File: src/rtl/risc_pkg.sv
// rtl/risc_pkg.sv - shared opcode constants, special instruction words and loader state encoding
package risc_pkg;

  localparam logic [6:0] OP_LUI    = 7'b0110111;
  localparam logic [6:0] OP_AUIPC  = 7'b0010111;
  localparam logic [6:0] OP_JAL    = 7'b1101111;
  localparam logic [6:0] OP_JALR   = 7'b1100111;
  localparam logic [6:0] OP_BRANCH = 7'b1100011;
  localparam logic [6:0] OP_LOAD   = 7'b0000011;
  localparam logic [6:0] OP_STORE  = 7'b0100011;
  localparam logic [6:0] OP_IMM    = 7'b0010011;
  localparam logic [6:0] OP_REG    = 7'b0110011;

  // addi x0,x0,0
  localparam logic [31:0] NOP_INSTR   = 32'h0000_0013;
  // all-ones is a reserved encoding, distinct from the reset value of the fetch register
  localparam logic [31:0] ILLOP_INSTR = 32'hFFFF_FFFF;

  typedef enum logic [1:0] {
    LD_IDLE = 2'd0,
    LD_LOAD = 2'd1,
    LD_DONE = 2'd2
  } ld_state_e;

endpackage

File: src/rtl/instr_loader.sv
// rtl/instr_loader.sv - loader FSM and write pointer for streaming words into the instruction array
module instr_loader
  import risc_pkg::*;
#(
  parameter int ADDR_W = 7
) (
  input  logic              clk,
  input  logic              rst_n,
  input  logic              ld_start_i,
  input  logic [ADDR_W-1:0] ld_base_i,
  input  logic              ld_valid_i,
  input  logic              ld_last_i,
  output logic              ld_ready_o,
  output logic              ld_done_o,
  output logic              ld_err_o,
  output logic              cpu_hold_o,
  output logic              wr_en_o,
  output logic [ADDR_W-1:0] wr_addr_o
);

  ld_state_e         state_q, state_d;
  logic [ADDR_W-1:0] ptr_q, ptr_d;
  logic              err_q, err_d;
  logic              accept;

  always_ff @(posedge clk) begin
    if (!rst_n) begin
      state_q <= LD_IDLE;
      ptr_q   <= '0;
      err_q   <= 1'b0;
    end else begin
      state_q <= state_d;
      ptr_q   <= ptr_d;
      err_q   <= err_d;
    end
  end

  always_comb begin
    state_d    = state_q;
    ptr_d      = ptr_q;
    err_d      = err_q;
    ld_ready_o = 1'b0;
    ld_done_o  = 1'b0;
    accept     = 1'b0;
    unique case (state_q)
      LD_IDLE: begin
        if (ld_start_i) begin
          state_d = LD_LOAD;
          ptr_d   = ld_base_i;
          err_d   = 1'b0;
        end
      end
      LD_LOAD: begin
        ld_ready_o = 1'b1;
        if (ld_valid_i) begin
          accept = 1'b1;
          // the pointer parks at the top word instead of wrapping
          if (!(&ptr_q)) ptr_d = ptr_q + 1'b1;
          if (ld_last_i) begin
            state_d = LD_DONE;
          end else if (&ptr_q) begin
            state_d = LD_IDLE;
            err_d   = 1'b1;
          end
        end
      end
      LD_DONE: begin
        ld_done_o = 1'b1;
        state_d   = LD_IDLE;
      end
      default: state_d = LD_IDLE;
    endcase
  end

  // a word presented on the reset edge must not land in the array
  assign wr_en_o    = accept & rst_n;
  assign wr_addr_o  = ptr_q;
  assign ld_err_o   = err_q;
  assign cpu_hold_o = (state_q != LD_IDLE);

endmodule

File: src/rtl/instr_ram.sv
// rtl/instr_ram.sv - instruction array with registered fetch, stream loader and program base table
module instr_ram
  import risc_pkg::*;
#(
  parameter int ADDR_W    = 7,
  parameter int DATA_W    = 32,
  parameter int NUM_PROGS = 8,
  localparam int PSEL_W   = (NUM_PROGS > 1) ? $clog2(NUM_PROGS) : 1
) (
  input  logic              clk,
  input  logic              rst_n,
  input  logic [31:0]       pc,
  output logic [DATA_W-1:0] id,
  output logic              id_valid,
  output logic              illop,
  output logic              cpu_hold,
  input  logic              ld_start,
  input  logic [ADDR_W-1:0] ld_base,
  input  logic              ld_valid,
  input  logic [DATA_W-1:0] ld_data,
  input  logic              ld_last,
  output logic              ld_ready,
  output logic              ld_done,
  output logic              ld_err,
  input  logic              tbl_we,
  input  logic [PSEL_W-1:0] tbl_idx,
  input  logic [31:0]       tbl_addr,
  input  logic [PSEL_W-1:0] prog_sel,
  output logic [31:0]       prog_base
);

  localparam int unsigned DEPTH = 1 << ADDR_W;
  localparam int unsigned TBL_N = 1 << PSEL_W;

  if (ADDR_W > 30) begin : g_addr_w_check
    $error("instr_ram: ADDR_W must not exceed 30");
  end

  logic [DATA_W-1:0] mem_q [DEPTH];
  logic [DATA_W-1:0] id_q;
  logic              id_valid_q;
  logic              illop_q;
  logic [31:0]       tbl_q [TBL_N];

  logic              wr_en;
  logic [ADDR_W-1:0] wr_addr;
  logic [ADDR_W-1:0] rd_addr;
  logic              legal;

  instr_loader #(
    .ADDR_W(ADDR_W)
  ) u_loader (
    .clk        (clk),
    .rst_n      (rst_n),
    .ld_start_i (ld_start),
    .ld_base_i  (ld_base),
    .ld_valid_i (ld_valid),
    .ld_last_i  (ld_last),
    .ld_ready_o (ld_ready),
    .ld_done_o  (ld_done),
    .ld_err_o   (ld_err),
    .cpu_hold_o (cpu_hold),
    .wr_en_o    (wr_en),
    .wr_addr_o  (wr_addr)
  );

  assign rd_addr = pc[ADDR_W+1:2];
  assign legal   = (pc[1:0] == 2'b00) && ({2'b00, pc[31:2]} < 32'(DEPTH));

  // array is deliberately left out of reset so loaded programs survive it
  always_ff @(posedge clk) begin
    if (wr_en) mem_q[wr_addr] <= ld_data;
  end

  always_ff @(posedge clk) begin
    if (!rst_n) begin
      id_q       <= '0;
      id_valid_q <= 1'b0;
      illop_q    <= 1'b0;
    end else if (cpu_hold) begin
      id_valid_q <= 1'b0;
      illop_q    <= 1'b0;
    end else begin
      id_valid_q <= 1'b1;
      illop_q    <= !legal;
      id_q       <= legal ? mem_q[rd_addr] : DATA_W'(ILLOP_INSTR);
    end
  end

  // entries past NUM_PROGS exist only to keep indexing power-of-two; they stay zero
  always_ff @(posedge clk) begin
    if (!rst_n) begin
      for (int i = 0; i < int'(TBL_N); i++) tbl_q[i] <= '0;
    end else if (tbl_we && (32'(tbl_idx) < 32'(NUM_PROGS))) begin
      tbl_q[tbl_idx] <= tbl_addr;
    end
  end

  assign prog_base = (32'(prog_sel) < 32'(NUM_PROGS)) ? tbl_q[prog_sel] : 32'h0;

  assign id       = id_q;
  assign id_valid = id_valid_q;
  assign illop    = illop_q;

endmodule

File: config.mk
export PLATFORM = sky130hd
export DESIGN_NAME = instr_ram
export DESIGN_NICKNAME = d
export VERILOG_FILES = /design/src/rtl/risc_pkg.sv /design/src/rtl/instr_loader.sv /design/src/rtl/instr_ram.sv
export SDC_FILE = /design/constraint.sdc
export NUM_CORES = 2
export LEC_CHECK = 0
export CORE_UTILIZATION = 62
export CTS_CLUSTER_DIAMETER = 80
export DETAILED_ROUTE_END_ITERATION = 8
export PLACE_DENSITY = 0.8
export SLEW_MARGIN = 0
export SYNTH_ARGS = -nofsm -noshare
export SYNTH_HDL_FRONTEND = slang
export SYNTH_MEMORY_MAX_BITS = 65536
export SYNTH_SLANG_ARGS = --single-unit
File: constraint.sdc
create_clock -name clk -period 5.7 [get_ports clk]
set_input_delay 1.71 -clock clk [delete_from_list [all_inputs] [get_ports clk]]
set_output_delay 1.71 -clock clk [all_outputs]
set_load 0.05 [all_outputs]
==> results.cfg <==
[clock_network]
cts.reportedPaths.clkPinSlew_ns = 0.06
cts-buffers-inserted = 418
clk_latency_ns = 0.96
cts_resized = 0
cts_hold_buf = 0
htree_num_levels = 5
clockBufferDepth = 4
cts-root-buf = clkbuf_16
cts.sinks = 4396
post_cts_buffers = 0
cts_tree = done

[setup_path]
crit_top_cell = buf_4
r2r-start = u_loader.state_q[0]$_SDFFE_PN0P_
cp_max_fo = 15
endpoint_kind = output pin
startpoint_type = primary input
cp_cell_sequence = buf_4 > buf_4 > mux4_2 > mux2_2 > buf_12
cpPeakStageDelay_ns = 0.56
crit_type = primary input to output pin
critPathRequiredTime_ns = 3.99
critPathArrivalTime_ns = 3.35
worstSetupStartpoint = prog_sel[0]
critPathSlowestCell = mux4_2

[timing]
hold_viol = 0
fmax_mhz = 197
setup_tns_ns = 0
fin_skew_ns = 0.0838
timing.hold.ws_ns = 0.549
slew_violations = 0
timing.final.crit_share_pct = 88.8
rsz0062_at_grt = false
layout_setup_ws_ns = 0.637
finalSetupViolations = 0
slew_headroom_pct = 13.3
worst_pin_slew_ns = 1.30
fin_crit_ns = 5.06

[floorplan]
dieArea_um2 = 277000
coreArea_um2 = 273000
die_x_um = 526
fp.dieH_um = 526
io_pins = 185
start_util_pct = 62.3
fp-row-count = 192

[layout]
post_route_cells_drive_above_1_share_pct = 26.4
areaGrowthSynthToFinish_pct = 12.9
fin_nets = 8650

[hold_path]
hp-start = u_loader.state_q[1]$_SDFFE_PN0P_
hp-class = flip-flop to flip-flop

[global_routing]
grt_max_degree = 142
grt_util_all_layers_pct = 33.6
antenna_found_initial = 28
grt_pass1_wl_um = 654000
overflow = 0
grt_pass1_vias = 90800

[pwr]
power_frac_seq_pct = 53.9
p_switching_mw = 14.5
leakage_nw = 60.7
power.density_nw_per_um2 = 345
totalPowerFinal_mw = 66.4
clockPowerShare_pct = 40.6
combPwrFrac_pct = 5.5
ir_worst_vdd_mv = 0.453
internal_power_mw = 51.9
switching_share_pct = 21.8

[routing]
viasPerCell = 7.15
drtIter0Drc = 15100
remaining_drc_errors = 0
wirelength_um = 464000
dr_total_vias = 89300
wl_per_cell_um = 37.1
ant_nets = 0
dr.pass1.iters = 9

[yosys]
synth_common_cells = edfxtp_1 (4352), mux4_2 (929), mux2i_1 (291)
yosysMostFrequentCell = edfxtp_1
syn_inst = 7973
synth.area.top_cells = edfxtp_1 (77%), mux4_2 (12%), mux2i_1 (1.7%)
synth.top_cell.area_share_pct = 76.8
synth_edf_count = 4352
async_flop_share_pct = 0
postSynthAreaPerCell_um2 = 21.3
synthFlopType = edfxtp_1
synth_cell_type_count = 67
syn_area_um2 = 170000
ys_seq_area_share_pct = 77.3
yosysTopAreaCell = edfxtp_1
syn-num-nets = 8089
synth-seq-cells = 4396
yosysWarnings = 0

[run_status]
outcome = finished, final reports clean

[placed_design]
post-dp-hpwl_um = 251000
portBuffers = 184
gp_congestion = 0.883
dp_slack_ns = 0.308

[job]
max-cap-violations = 0
worst max-delay path: cells and delay by family:
| kind | cells | cell delay, ns |
|---|---|---|
| buffers and inverters | 3 | 0.77 |
| multiplexers | 2 | 0.87 |
per-layer routing:
layer	global-route usage (%)	wire length, um	up-vias
met5	0	127	-
met4	19.5	31900	18
met3	8.37	63600	1517
met2	52.8	219000	7961
met1	43.0	149000	45400
li1	-	-	34400
cells by family after synthesis:
kind of cell / count (synthesis) / share of synthesized area [%]
flops: 4396 / 77.3
mux: 1401 / 15.2
simple gates: 1043 / 3.15
compound gates: 660 / 2.70
buf+inv: 472 / 1.64
fa+ha+maj: 1 / 0.00735
state kept, by name, indices dropped and copies added (netlist names):
name / count
tbl_q: 256
illop: 1
u_loader.ld_err_o: 1
mem_q: 4096
id: 32
u_loader.wr_addr_o: 7
u_loader.state_q: 2
id_valid: 1
placed cells by master, fill, tap and decap left out, types with 92 or more instances in the layout:
cell and count:
mux2i_1 291, o22ai_1 103, clkdlybuf4s50_1 112, nand2_1 234, and2_1 260, mux4_2 929, buf_12 92, clkinv_1 117
nor2_4 129, buf_4 397, nor2b_1 106, edfxtp_1 4352, mux2_2 181, clkbuf_16 422, a211oi_1 99
final timing paths:
| kind | slack, ns | depth (start not counted) | end |
|---|---|---|---|
| worst min-delay path | 0.55 | 1 | u_loader.state_q[0]$_SDFFE_PN0P_ |
| worst max-delay path | 0.64 | 5 | prog_base[29] |
| worst max register to register | 1.51 | 8 | mem_q[92][29]$_DFFE_PP_ |
| worst min register to register | 0.55 | 1 | u_loader.state_q[0]$_SDFFE_PN0P_ |
stage by stage:
stage,cell area (um^2),std cells,utilization (%)
after global placement,179000,11700,65.5
final,192000,12500,70.3
after global routing,192000,12500,70.3
after floorplan,170000,7973,-
after detailed placement,179000,11700,65.5
after CTS,192000,12500,70.3
cell type report:
class,count,area (um^2)
Sequential cell,4396,132000
Fill cell,14800,81200
Multi-Input combinational cell,3105,37000
Clock buffer,504,10900
Timing Repair Buffer,607,6000
Tap cell,3589,4490
Clock inverter,264,2210
Antenna cell,13,32.5
Inverter,6,25.0
power by group through the flow:
stage | Sequential, mW | Combinational [mW] | Clock [mW]
CTS | 35.8 | 3.60 | 27.0
global placement | 36.5 | 3.43 | 0
finish | 35.8 | 3.66 | 26.9
detailed placement | 36.5 | 3.53 | 0
global route | 35.8 | 3.76 | 28.2
floorplan | 36.5 | 1.86 | 0
Power figures use the tool's default switching activity.
